===== src/rtl/add_sub_pkg.sv =====
// add_sub_pkg: op encoding and configuration helpers shared by the add_sub_pipe datapath.
package add_sub_pkg;

    localparam logic OP_ADD = 1'b0;
    localparam logic OP_SUB = 1'b1;

    function automatic int seg_width(input int data_len, input int seg_num);
        return (seg_num > 0) ? data_len / seg_num : data_len;
    endfunction

    function automatic bit seg_cfg_ok(input int data_len, input int seg_num);
        return (seg_num >= 1) && ((data_len % seg_num) == 0);
    endfunction

endpackage


===== src/rtl/add_sub_seg.sv =====
// add_sub_seg: one combinational W-bit slice of the segmented carry chain.
module add_sub_seg #(
    parameter int W = 8
) (
    input  logic [W-1:0] a,
    input  logic [W-1:0] b,
    input  logic         cin,
    output logic [W-1:0] sum,
    output logic         cout
);

    assign {cout, sum} = {1'b0, a} + {1'b0, b} + (W+1)'(cin);

endmodule


===== src/rtl/add_sub_pipe.sv =====
// add_sub_pipe: adder/subtractor with the carry chain split into SEG_NUM registered segments,
// valid/ready flow control with bubble collapsing, and flush. ADD_SUB_PIPE_FLAG_EN adds zero/negative.
module add_sub_pipe
    import add_sub_pkg::*;
#(
    parameter int DATA_LEN = 32,
    parameter int SEG_NUM  = 4
) (
    input  logic                clk,
    input  logic                rst,
    input  logic                flush,
    input  logic                in_valid,
    output logic                in_ready,
    input  logic [DATA_LEN-1:0] OP_A,
    input  logic [DATA_LEN-1:0] OP_B,
    input  logic                Cin,
    output logic                out_valid,
    input  logic                out_ready,
    output logic [DATA_LEN-1:0] Sum,
    output logic                Cout,
`ifdef ADD_SUB_PIPE_FLAG_EN
    output logic                zero,
    output logic                negative,
`endif
    output logic                overflow
);

    localparam int SEG_W  = seg_width(DATA_LEN, SEG_NUM);
    localparam bit CFG_OK = seg_cfg_ok(DATA_LEN, SEG_NUM);
    localparam int MSB    = DATA_LEN - 1;
    localparam int LAST   = SEG_NUM - 1;

    if (!CFG_OK) begin : g_cfg_check
        $error("add_sub_pipe: SEG_NUM must be >= 1 and divide DATA_LEN");
    end

    logic [SEG_NUM-1:0]  valid_r, valid_next, adv, load;
    logic [DATA_LEN-1:0] b_inv;

    logic [DATA_LEN-1:0] a_r   [SEG_NUM];
    logic [DATA_LEN-1:0] b_r   [SEG_NUM];
    logic [DATA_LEN-1:0] sum_r [SEG_NUM];
    logic                c_r   [SEG_NUM];
`ifdef ADD_SUB_PIPE_FLAG_EN
    logic                zero_r [SEG_NUM];
`endif

    always_comb begin
        b_inv = OP_B;
        case (Cin)
            OP_ADD: b_inv = OP_B;
            OP_SUB: b_inv = ~OP_B;
        endcase
    end

    // A stage moves when the stages above it contain a hole or the whole tail drains.
    always_comb begin
        logic full_above;
        // NOTE: combinational blocks use blocking '=' so full_above accumulates in loop order.
        full_above = 1'b1;
        adv        = '0;
        for (int k = SEG_NUM - 1; k >= 0; k--) begin
            adv[k]     = valid_r[k] & (out_ready | ~full_above);
            full_above = full_above & valid_r[k];
        end
    end

    assign in_ready = ~valid_r[0] | adv[0];

    always_comb begin
        load    = '0;
        load[0] = in_valid & in_ready;
        for (int k = 1; k < SEG_NUM; k++) begin
            load[k] = adv[k-1];
        end
        valid_next = load | (valid_r & ~adv);
    end

    // NOTE: sequential state uses non-blocking '<=' so every flop samples pre-edge values.
    always_ff @(posedge clk) begin
        if (rst || flush) begin
            valid_r <= '0;
        end else begin
            valid_r <= valid_next;
        end
    end

    for (genvar k = 0; k < SEG_NUM; k++) begin : g_stage
        logic [DATA_LEN-1:0] a_in, b_in, sum_in;
        logic                c_in;
        logic [SEG_W-1:0]    seg_sum;
        logic                seg_cout;
`ifdef ADD_SUB_PIPE_FLAG_EN
        logic                z_in;
`endif

        if (k == 0) begin : g_head
            assign a_in   = OP_A;
            assign b_in   = b_inv;
            assign c_in   = Cin;
            assign sum_in = '0;
`ifdef ADD_SUB_PIPE_FLAG_EN
            assign z_in   = 1'b1;
`endif
        end else begin : g_body
            assign a_in   = a_r[k-1];
            assign b_in   = b_r[k-1];
            assign c_in   = c_r[k-1];
            assign sum_in = sum_r[k-1];
`ifdef ADD_SUB_PIPE_FLAG_EN
            assign z_in   = zero_r[k-1];
`endif
        end

        add_sub_seg #(.W(SEG_W)) u_seg (
            .a    (a_in[k*SEG_W +: SEG_W]),
            .b    (b_in[k*SEG_W +: SEG_W]),
            .cin  (c_in),
            .sum  (seg_sum),
            .cout (seg_cout)
        );

        // NOTE: only the output stage's data is reset, since it drives the ports; inner data is qualified by valid.
        always_ff @(posedge clk) begin
            if (rst && (k == LAST)) begin
                a_r[k]   <= '0;
                b_r[k]   <= '0;
                sum_r[k] <= '0;
                c_r[k]   <= 1'b0;
            end else if (load[k]) begin
                a_r[k]                       <= a_in;
                b_r[k]                       <= b_in;
                c_r[k]                       <= seg_cout;
                sum_r[k]                     <= sum_in;
                sum_r[k][k*SEG_W +: SEG_W]   <= seg_sum;
            end
        end

`ifdef ADD_SUB_PIPE_FLAG_EN
        always_ff @(posedge clk) begin
            if (rst && (k == LAST)) begin
                zero_r[k] <= 1'b0;
            end else if (load[k]) begin
                zero_r[k] <= z_in & ~|seg_sum;
            end
        end
`endif
    end

    assign out_valid = valid_r[LAST];
    assign Sum       = sum_r[LAST];
    assign Cout      = c_r[LAST];
    assign overflow  = (a_r[LAST][MSB] == b_r[LAST][MSB]) & (a_r[LAST][MSB] != sum_r[LAST][MSB]);

`ifdef ADD_SUB_PIPE_FLAG_EN
    assign zero      = zero_r[LAST];
    assign negative  = sum_r[LAST][MSB];
`endif

endmodule


===== config.mk =====
export PLATFORM = sky130hd
export DESIGN_NAME = add_sub_pipe
export DESIGN_NICKNAME = d
export VERILOG_FILES = /design/src/rtl/add_sub_pkg.sv /design/src/rtl/add_sub_seg.sv /design/src/rtl/add_sub_pipe.sv
export SDC_FILE = /design/constraint.sdc
export NUM_CORES = 1
export LEC_CHECK = 0
export ABC_AREA = 1
export CAP_MARGIN = 0
export CORE_UTILIZATION = 38
export CTS_CLUSTER_SIZE = 8
export DETAILED_ROUTE_END_ITERATION = 16
export MAX_ROUTING_LAYER = met4
export PLACE_DENSITY = 0.57
export SETUP_SLACK_MARGIN = 0.3
export SYNTH_ARGS = -nofsm -noshare
export SYNTH_HDL_FRONTEND = slang
export SYNTH_SLANG_ARGS = --single-unit
export TNS_END_PERCENT = 20

===== constraint.sdc =====
create_clock -name clk -period 7.85 [get_ports clk]
set_input_delay 2.355 -clock clk [delete_from_list [all_inputs] [get_ports clk]]
set_output_delay 2.355 -clock clk [all_outputs]
set_load 0.02 [all_outputs]

# Word-level counts from Yosys, hierarchy flattened
# Memories as Yosys holds them, arrays and structs flattened.
# Index checks and enable logic that the tools add are counted.
# Widths: inputs -> output; s select.
# classes
reduce_logical	1
add_sub_neg	8
n_bitwise	29
n_eq_ne	2
n_mux	20
# ops
operator	count
$mux 32	3
$pmux 32 s2	1
$add 8x8->9	4
$add 9x1->9	4
$mux 8	4
$not 32->32	1
$mux 1	12
$or 1x1->1	12
$and 1x1->1	8
$not 1->1	5
$and 4x4->4	1
$not 4->4	1
$or 4x4->4	1
$eq 1x1->1	1
$logic_or 1x1->1	1
$ne 1x1->1	1
# word_totals
n_memories	4
ram_bits	388
word_cells	65
input_bits	70
register_bits	4
# memory_table
memory	words	word_bits	read_ports	rd_clocked_by_memory_dff	wr	line	rtl
a_r	4	32	4	0	4	add_sub_pipe.sv:40	logic [DATA_LEN-1:0] a_r [SEG_NUM];
b_r	4	32	4	0	4	add_sub_pipe.sv:41	logic [DATA_LEN-1:0] b_r [SEG_NUM];
sum_r	4	32	4	0	4	add_sub_pipe.sv:42	logic [DATA_LEN-1:0] sum_r [SEG_NUM];
c_r	4	1	4	0	4	add_sub_pipe.sv:43	logic c_r [SEG_NUM];

# Longest topological paths before layout
# logic_depth
depth_word	10
ltp_mapped	12

# Modules after synthesis
# A second synthesis with hierarchy kept.
# unflattened
cells_unflattened	558
area_unflattened_um2	7875.1
# by_module_without_submodules
mod	area_each_um2	instances	cells_each
add_sub_pipe	6376.1	1	322
add_sub_seg at g_stage[0].u_seg ...	384.1	3	59
add_sub_seg at g_stage[3].u_seg	346.6	1	59

# Worst setup path after synthesis
# No wires, ideal clock.
# synth_path
kind	input-to-reg
from	input port out_ready
to	memory a_r[0][10] (enable)
setup_ns	0.490
stages	4
setup_slack_ns	2.024
arrival_time_ns	5.335
path_cell_list	inv_1 > nand3_1 > nor2_2 > a21oi_1
# synth_rtl
item	line	rtl
start: declaration	add_sub_pipe.sv:18	input logic out_ready,
end: declaration	add_sub_pipe.sv:40	

# Worst setup path after layout
# layout_path
from	input port out_ready
to	output port in_ready
# layout_between
elab_chain_len	3
# layout_rtl
item	line	rtl
$or 1x1->1	add_sub_pipe.sv:63	adv[k] = valid_r[k] & (out_ready | ~full_above);
$and 1x1->1	add_sub_pipe.sv:63	
$or 1x1->1	add_sub_pipe.sv:68	assign in_ready = ~valid_r[0] | adv[0];
end: declaration	add_sub_pipe.sv:13	output logic in_ready,
# No other way between the ends.

==> results by group <==
STA
  • Total negative slack: 0 ns
  • Worst-Margin Slew: a little under 1 ns
  • Period utilization: 0.8032
  • Max Clock Skew: 0.007945 ns
  • RSZ-0062 raised after global routing: no
  • Final Hold Fails: 0
  • WHS: around 0.41 ns
  • Fmax: 0.1586 GHz
  • Max-slew violation count: 0
  • Worst-case headroom to the max-slew limit: 0.3543
  • Tmin final: ~6.3 ns
  • Total of endpoints with negative setup slack in the final report: 0

Placed design
  • Hpwl dp: 8479 µm
  • Port buffer count: 105
  • Weighted congestion reported at the end of routability-driven placement: ~0.94

Clocking
  • Clock tree from TritonCTS: yes
  • Root cell of the clock tree: sky130_fd_sc_hd__clkbuf_16
  • Number of buffers added to fix hold violations after cts: 0
  • H-tree levels: 4
  • Num Clock Sinks: approximately 190
  • Clock latency on the worst-skew pair: around 0.42 ns
  • Clock buffers created by TritonCTS: 17
  • Largest buffer count on any clock path: 2
  • CTS clock-pin slew for the worst setup and hold paths: ~0.06 ns
  • Buffers inserted during post-CTS setup optimization: 0
  • Post_cts resized: 0

Setup path
  • Cell-by-cell trace of the critical path: clkdlybuf4s50_1 -> inv_1 -> nand3_1 -> nor2_2 -> nand2_1 -> clkdlybuf4s50_1
  • Worst Path Required: around 5.5 ns
  • Crit path kind: in2out
  • Register-to-register path setup slack: between 5 and 6 ns
  • Nature of the critical path endpoint: output port
  • Slowest cell on the critical path: sky130_fd_sc_hd__clkdlybuf4s50_1
  • Arrival time at the worst endpoint: slightly below 4 ns
  • Launch instance of the worst register-to-register path: b_r[0][8]
  • Register-to-Register Path Depth: 8
  • Endpoint of the most critical register-to-register path: c_r[1]
  • Maximum single-stage delay on the critical path: approximately 0.57 ns
  • Worst setup SP type: input port
  • Most repeated library cell on the critical path: sky130_fd_sc_hd__clkdlybuf4s50_1
  • Worst Path Buf+Inv: 3
  • Kind of cell adding the most delay to the critical path: buffers and inverters
  • Biggest fanout along the worst timing path: 4

Die
  • Die extent in x: around 140 µm
  • Die height: approximately 140 µm
  • Effective utilization at floorplan: 0.3916
  • Core ar.: roughly 20000 µm²
  • Die ar.: 20830 µm²
  • Count of boundary I/O pins: about 110
  • Row cnt: slightly above 50

Power
  • Cell leakage power: 0.003789 µW
  • Peak supply drop: between 0.0001 and 0.00015 V
  • Sequential power share: 0.548
  • Power spent charging and discharging nets: around 470 µW
  • Part of the total power dissipated in the clock network: 0.360
  • Internal portion of total power: around 1700 µW
  • Part of the total power dissipated in combinational logic: 0.092
  • Cell area power density: around 220 nW/µm²
  • Switching Share: 0.2164

Global route
  • Initial antenna violation count: 0
  • Global Route Usage Sum: 0.1327
  • First-pass GRT wire length: about 20000 µm
  • GR Overflow Total: 0
  • Vias in the first global route: between 4000 and 5000
  • Maximum number of pins on one net before global-route repair: 58

Synthesis
  • Total number of yosys warnings: 0
  • Flip-flop and latch count after synthesis: roughly 190
  • Share of the yosys chip area belonging to registers: 0.7205
  • Synthesized netlist cell count: approximately 550
  • Post-synthesis instance area: about 7700 µm²
  • Cell variety after synth: 30
  • Net count after synthesis: around 660
  • Average cell area after synthesis: 13.94 µm²

Drt
  • Violation count after the first detailed-routing iteration: 178
  • Via count normalized by instance count: between 4 and 5
  • Detail Route Antenna Nets: 0
  • Routed WL per cell: about 13 µm
  • Total via count in the routed design: about 4200
  • Drc violations: 0
  • Number of detailed-route iterations in the first pass: 4
  • Final Routed Wirelength: between 10000 and 15000 µm

Finish
  • Total Nets Final: just under 800
  • Commonest non-fill, non-tap cell in the layout: sky130_fd_sc_hd__edfxtp_1
  • Layout overhead on the synthesized area: 24.74%
  • Number of fillers in the final layout: ~1700
  • Commonest non-fill, non-tap cells in the layout: 182 x sky130_fd_sc_hd__edfxtp_1, 104 x sky130_fd_sc_hd__clkdlybuf4s50_1, 85 x sky130_fd_sc_hd__nand2_1
  • Number of diodes added for antenna fixing: 0
  • Layout Utilization: 0.4885
  • Share of cells above drive strength 1: 0.08053

Hold path
  • Hold Crit Endpoint: sum_r[0][35]
  • Hold path depth: 0
  • Hold path startpoint: sum_r[0][3]
  • Kind of path behind the tightest hold check: reg2reg

Job
  • Reported max-cap violation count: 0

Outcome
  • Run status: finished clean
## synthesized netlist by cell type
master / instances / share of area
sky130_fd_sc_hd__edfxtp_1: 182 / 0.71
sky130_fd_sc_hd__nand2_1: 86 / 0.042
sky130_fd_sc_hd__inv_1: 76 / 0.037
sky130_fd_sc_hd__nor2_1: 40 / 0.020
sky130_fd_sc_hd__xor2_1: 37 / 0.042
sky130_fd_sc_hd__ha_1: 28 / 0.046
sky130_fd_sc_hd__a21oi_1: 24 / 0.016
sky130_fd_sc_hd__nand3_1: 23 / 0.015
sky130_fd_sc_hd__nor2_2: 9 / 0.0073
sky130_fd_sc_hd__fa_1: 7 / 0.018
sky130_fd_sc_hd__a21o_1: 5 / 0.0049
sky130_fd_sc_hd__dfxtp_1: 4 / 0.010
sky130_fd_sc_hd__buf_4: 3 / 0.0029
sky130_fd_sc_hd__buf_6: 3 / 0.0044
sky130_fd_sc_hd__nand3b_1: 3 / 0.0029
sky130_fd_sc_hd__xnor2_1: 3 / 0.0034
sky130_fd_sc_hd__a21oi_2: 2 / 0.0023
sky130_fd_sc_hd__inv_2: 2 / 0.00098
sky130_fd_sc_hd__nand4_1: 2 / 0.0016
sky130_fd_sc_hd__o21ai_2: 2 / 0.0023
sky130_fd_sc_hd__or2_2: 2 / 0.0016
sky130_fd_sc_hd__a31oi_1: 1 / 0.00081
sky130_fd_sc_hd__and2_1: 1 / 0.00081
sky130_fd_sc_hd__buf_2: 1 / 0.00065
sky130_fd_sc_hd__nand2_2: 1 / 0.00081
sky130_fd_sc_hd__nand2_4: 1 / 0.0015
sky130_fd_sc_hd__nor2_8: 1 / 0.0026
sky130_fd_sc_hd__o21a_1: 1 / 0.00098
sky130_fd_sc_hd__o21bai_1: 1 / 0.00098
sky130_fd_sc_hd__or2_1: 1 / 0.00081
## power groups by stage
stage                     Clock, µW  Sequential, µW  Combinational, µW
final                           774            1180                198
after CTS                       802            1180                201
after detailed placement          0            1200                200
after global routing            841            1190                224
after floorplan                   0            1210                113
after global placement            0            1200                194
## metrics by stage
stage / total power, µW / cell area (µm²) / std cells / setup slack (ns)
2_1_floorplan: 1319 / 7696 / 552 / 2.024
3_3_place_gp: 1395 / 9071 / 918 / 1.575
3_5_place_dp: 1403 / 9071 / 918 / 1.524
4_1_cts: 2185 / 9600 / 948 / 1.525
5_1_grt: 2250 / 9600 / 948 / 1.409
6_report: 2152 / 9600 / 948 / 1.545
## how the worst max path moves through the flow
stage                            end  cells after the start  slack, ns      start
after global placement      in_ready                      6       1.57  out_ready
after floorplan           a_r[0][10]                      4       2.02  out_ready
final                       in_ready                      6       1.54  out_ready
after CTS                   in_ready                      6       1.53  out_ready
after global routing        in_ready                      6       1.41  out_ready
after detailed placement    in_ready                      6       1.52  out_ready
## sequential cells by signal, indices dropped and copies added (netlist names)
| name | count |
|---|---|
| sum_r | 80 |
| a_r | 49 |
| b_r | 49 |
| c_r | 4 |
| valid_r | 4 |
## cell families (layout without fill, tap and decap cells)
family,Yosys count,count (layout),synth area share
AO/OA/AOI/OAI,36,36,0.02780
XOR/XNOR,40,40,0.04552
adder cells (fa/ha/maj),35,35,0.06373
buffers and inverters,85,216,0.04601
flip-flops,186,186,0.7205
AND/OR/NAND/NOR,170,170,0.09641
## layout make-up
cell class / instances / area (µm²) / share of cell area
Clock inverter: 13 / 103.9 / 0.01082
Timing Repair Buffer: 108 / 1069 / 0.1113
Clock buffer: 17 / 425.4 / 0.04431
Sequential cell: 186 / 5545 / 0.5776
Inverter: 78 / 292.8 / 0.03050
Tap cell: 265 / 331.6 / 0.03454
Multi-Input combinational cell: 281 / 1833 / 0.1909
## metal layers
metal | vias up | share of wire | track usage
met1 | 1975 | 0.43 | 0.1536
met5 | - | 0 | -
li1 | 2108 | - | -
met3 | 16 | 0.038 | 0.03245
met4 | 0 | 0.019 | 0.05873
met2 | 86 | 0.51 | 0.2189
(Power assumes the default switching activity.)
==> variant 1, RTL diff (config.mk and constraints unchanged) <==
Register the output `overflow`, without a reset; this adds one clock of latency there. The other outputs are not delayed to match.
--- a/src/rtl/add_sub_pipe.sv
+++ b/src/rtl/add_sub_pipe.sv
@@ -152,3 +152,5 @@
     assign Cout      = c_r[LAST];
-    assign overflow  = (a_r[LAST][MSB] == b_r[LAST][MSB]) & (a_r[LAST][MSB] != sum_r[LAST][MSB]);
+    always_ff @(posedge clk) begin
+        overflow <= (a_r[LAST][MSB] == b_r[LAST][MSB]) & (a_r[LAST][MSB] != sum_r[LAST][MSB]);
+    end
 
Check against the original RTL: not equivalent (a bounded check fails within 10 cycles, from zero or initial values).
==> variant 1 against the original RTL <==
Worst setup slack got worse by 0.085 ns. Largest power group unchanged. Via count decreased by 0.19%. Hold slack got worse by 0.0017 ns. Design area increased by 0.21%. Sequential cell count increased by 1. First-iteration DRC count decreased by 7.9%. Synthesized area decreased by 0.11%. Routed wire length decreased by 5.0%. Critical path type unchanged. Total power increased by 1.8%. Largest cell class unchanged.
==> variant 1: results (changes against the original RTL) <==
* Skew final at 0.00945 ns (+0.00150 ns)
* Vias in the first global route at 4157 (-1.0%)
* Adder-Cell Fraction of Synth Area at 6.38% (+0.0073 points)
* R2R Setup Slk at 5.72 ns (-0.07 ns)
* First-pass GRT wire length at 18.6 mm (-6.2%)
* Status: completed
* Sw Pwr at 0.465 mW (-0.15%)
* Commonest cells in the synthesized netlist: edfxtp_1, nand2_1, inv_1
* Peak VDD IR at 0.000146 V (-1.9%)
* Clock share of power at 37.1% (+1.1 points)
* Synth Area per Inst at 14.0 um2 (+0.62%)
* Filler cells at 1775 (+2.3%)
* Routed wire length at 11.6 mm (-5.0%)
* Tot GR Track Use at 12.6% (-0.65 points)
* Vias per cell at 4.42 (about the same)
* Synth Area in Compound Gates at 2.67% (-0.11 points)
* Seq/Total Area, Yosys at 72.4% (+0.34 points)
* Placed insts at 914 (-0.44%)
* Non-filler cells in the finished layout at 946 (-0.21%)
* Worst Hold Launch: b_r[0][19]$_DFFE_PP_
* Slew @ Worst Pin at 0.972 ns (+0.00396 ns)
* # nets final at 773 (-0.51%)
* Reg-to-Reg Start: b_r[1][16]$_DFFE_PP_
* Synth area leaders: edfxtp_1, ha_1, xor2_1, nand2_1, inv_1
* WP data arrival at 4.04 ns (+0.09 ns)
## variant 1: changes by cell type after synthesis, sizes merged
| cell | change |
|---|---|
| dfxtp | +1 |
| inv | -4 |
| nand2 | +1 |
| nand3 | +1 |
| nand3b | -1 |
| nand4 | -1 |
| o21ai | -1 |
| xnor2 | -1 |
| xor2 | +1 |
## variant 1: through the flow
stage / util (%) / cell area (um2) / power (mW) / hold WS [ns] / setup slack, ns
global route: 48.9 / 9620 / 2.29 / 0.421 / 1.36
floorplan: - / 7690 / 1.32 / 0.400 / 2.02
finish: 48.9 / 9620 / 2.19 / 0.410 / 1.46
CTS: 48.9 / 9620 / 2.22 / 0.415 / 1.44
global placement: 46.1 / 9060 / 1.39 / 0.401 / 1.46
detailed placement: 46.1 / 9060 / 1.40 / 0.405 / 1.46
## variant 1: worst max path at each step
| stage | from | end |
|---|---|---|
| after floorplan | out_ready | a_r[0][10]$_DFFE_PP_ |
| after global placement | out_ready | in_ready |
| after detailed placement | out_ready | in_ready |
| after CTS | out_ready | in_ready |
| after global routing | out_ready | in_ready |
| final | out_ready | in_ready |
## variant 1: critical path: stages
cell	delay, ns
clkdlybuf4s50_1	0.41
inv_1	0.14
nand3_1	0.13
nor2_2	0.28
nand2_1	0.13
clkdlybuf4s50_1	0.59
## variant 1: metal layers
metal	GRT usage (%)	vias up	wire length [um]
li1	-	2105	-
met1	12.4	1935	4440
met2	22.5	113	6320
met3	3.77	24	576
met4	6.54	0	303
met5	-	-	0
## variant 1: area by class of cell
| type | count | area share [%] |
|---|---|---|
| Tap cell | 265 | 3.45 |
| Inverter | 74 | 2.89 |
| Timing Repair Buffer | 108 | 11.1 |
| Sequential cell | 187 | 57.8 |
| Multi-Input combinational cell | 280 | 18.9 |
| Clock inverter | 13 | 1.30 |
| Clock buffer | 19 | 4.50 |
==> variant 2, RTL diff (same settings) <==
Without the edit above. Set the parameter `SEG_NUM` to 8 (it was 4).
--- a/src/rtl/add_sub_pipe.sv
+++ b/src/rtl/add_sub_pipe.sv
@@ -6,3 +6,3 @@
     parameter int DATA_LEN = 32,
-    parameter int SEG_NUM  = 4
+    parameter int SEG_NUM  = 8
 ) (
Behaviour: not the same (a bounded check fails within 10 cycles, from zero or initial values).
==> variant 2 against the original RTL <==
Die area grew 73%. Design area up 72%. Critical path depth is the same. Largest power group unchanged. Count of clock-buffer cells in the layout increased by 50. Cell count up 38%. Fmax rose by 0.55%. Worst setup slack better by 0.034 ns. Synthesized area is 74% higher. Total power up 110%. Routed wire length rose by 42%. Sequential cell count grew 200.
==> variant 2: results (changes against the original RTL) <==
* Peak VDD IR at 0.000185 V (+25%)
* Crit Path Max Fanout at 5 (+1)
* WP data arrival at 3.92 ns (-0.03 ns)
* Met2 Routed Length at 7.96 mm (+27%)
* Initial antenna violation count at 1 (+1)
* 1st-iter DRT viols at 292 (+64%)
* Synth Net Count at 789 (+20%)
* Slew headroom at 21.9% (-14 points)
* Maximum buffer depth of the clock tree at 3 (+1)
* Met1 Wirelength at 7.88 mm (+49%)
* Routed wire length at 17.4 mm (+42%)
* Status: completed
* Share of cells above drive strength 1 at 9.47% (+1.4 points)
* Worst Setup SP: out_ready
* Fraction of registers with async set or reset after synthesis at 0% (unchanged)
* Vias per cell at 4.21 (-4.6%)
* DP Worst Slack at 1.58 ns (+0.0524 ns)
* Largest net degree at the start of global routing at 62 (+6.9%)
* Worst Hold Launch: b_r[0][94]$_DFFE_PP_
* Fmax at 0.159 GHz (+0.55%)
* Synth Area per Inst at 19.7 um2 (+42%)
* Seq/Total Area, Yosys at 85.8% (+14 points)
* Vias in the first global route at 5658 (+35%)
* H-tree levels at 2 (-2)
* Num CTS Buffers at 54 (+37)
* GR Util met3 at 2.99% (-0.26 points)
* Worst path slowest cell: clkdlybuf4s50_1
* Tot GR Track Use at 10.4% (-2.9 points)
* Registers with the highest flip-flop counts: sum_r x144, a_r x113, b_r x113
* R2R Setup Slk at 5.96 ns (+0.17 ns)
* Static Leak at 5.83 nW (+54%)
* Skew final at 0.0190 ns (+0.0111 ns)
* Grt met1 use at 13.0% (-2.4 points)
* # nets final at 949 (+22%)
* FF-to-FF End: sum_r[1][51]$_DFFE_PP_
* Fin Hold WS at 0.404 ns (-0.00835 ns)
* Placed insts at 1239 (+35%)
* Gpl congestion at 0.695 (-26%)
* WL/cell at 13.2 um (+2.5%)
* Met3 WL post-DR at 1.04 mm (+120%)
* Synth cell types at 23 (-23%)
* Commonest cells in the synthesized netlist: edfxtp_1, inv_1, nor2_1
* Hold Crit Depth at 0 (unchanged)
* DPL Wire Length at 10.5 mm (+24%)
* Worst R2R Path Depth at 3 (-5)
* Latest clock arrival within the worst-skew pair at 0.54 ns (+0.12 ns)
* Grt met2 use at 15.7% (-6.2 points)
* EDFF count, synth at 378 (+110%)
* First-pass GRT wire length at 28.6 mm (+44%)
* Synth area leaders: edfxtp_1, xor2_1, fa_1, ha_1, inv_1
* Max-Cap Viols at 0 (unchanged)
* Reg-to-Reg Start: valid_r[6]$_SDFF_PP0_
## variant 2: layout make-up
cell class / count / area [um2]
fillers: 2871 / 18100
inverters: 78 / 293
flip-flops and latches: 386 / 11500
well taps: 455 / 569
multi-input cells: 208 / 1620
clock inverters: 4 / 42.5
repair buffers: 112 / 1100
clock buffers: 67 / 1400
diodes: 1 / 2.50
## variant 2: per-stage QoR
step                util (%)  area (um2)
global placement        43.6       15100
floorplan                  -       13400
finish                  47.8       16500
CTS                     47.7       16500
detailed placement      43.6       15100
global route            47.8       16500
## variant 2: power breakdown
part           switching, mW  leakage (nW)  internal (mW)
sequential            0.0124          3.57           2.31
combinational         0.0623          1.55         0.0625
clock                  0.751         0.701           1.22
## variant 2: cells by family after synthesis
family / share of synthesized area [%]
DFF: 85.8
buffers and inverters: 2.53
and+or+nand+nor: 2.79
xor gates and xnor gates: 2.94
adders and majority gates: 4.48
AOI/OAI and AO/OA: 1.50
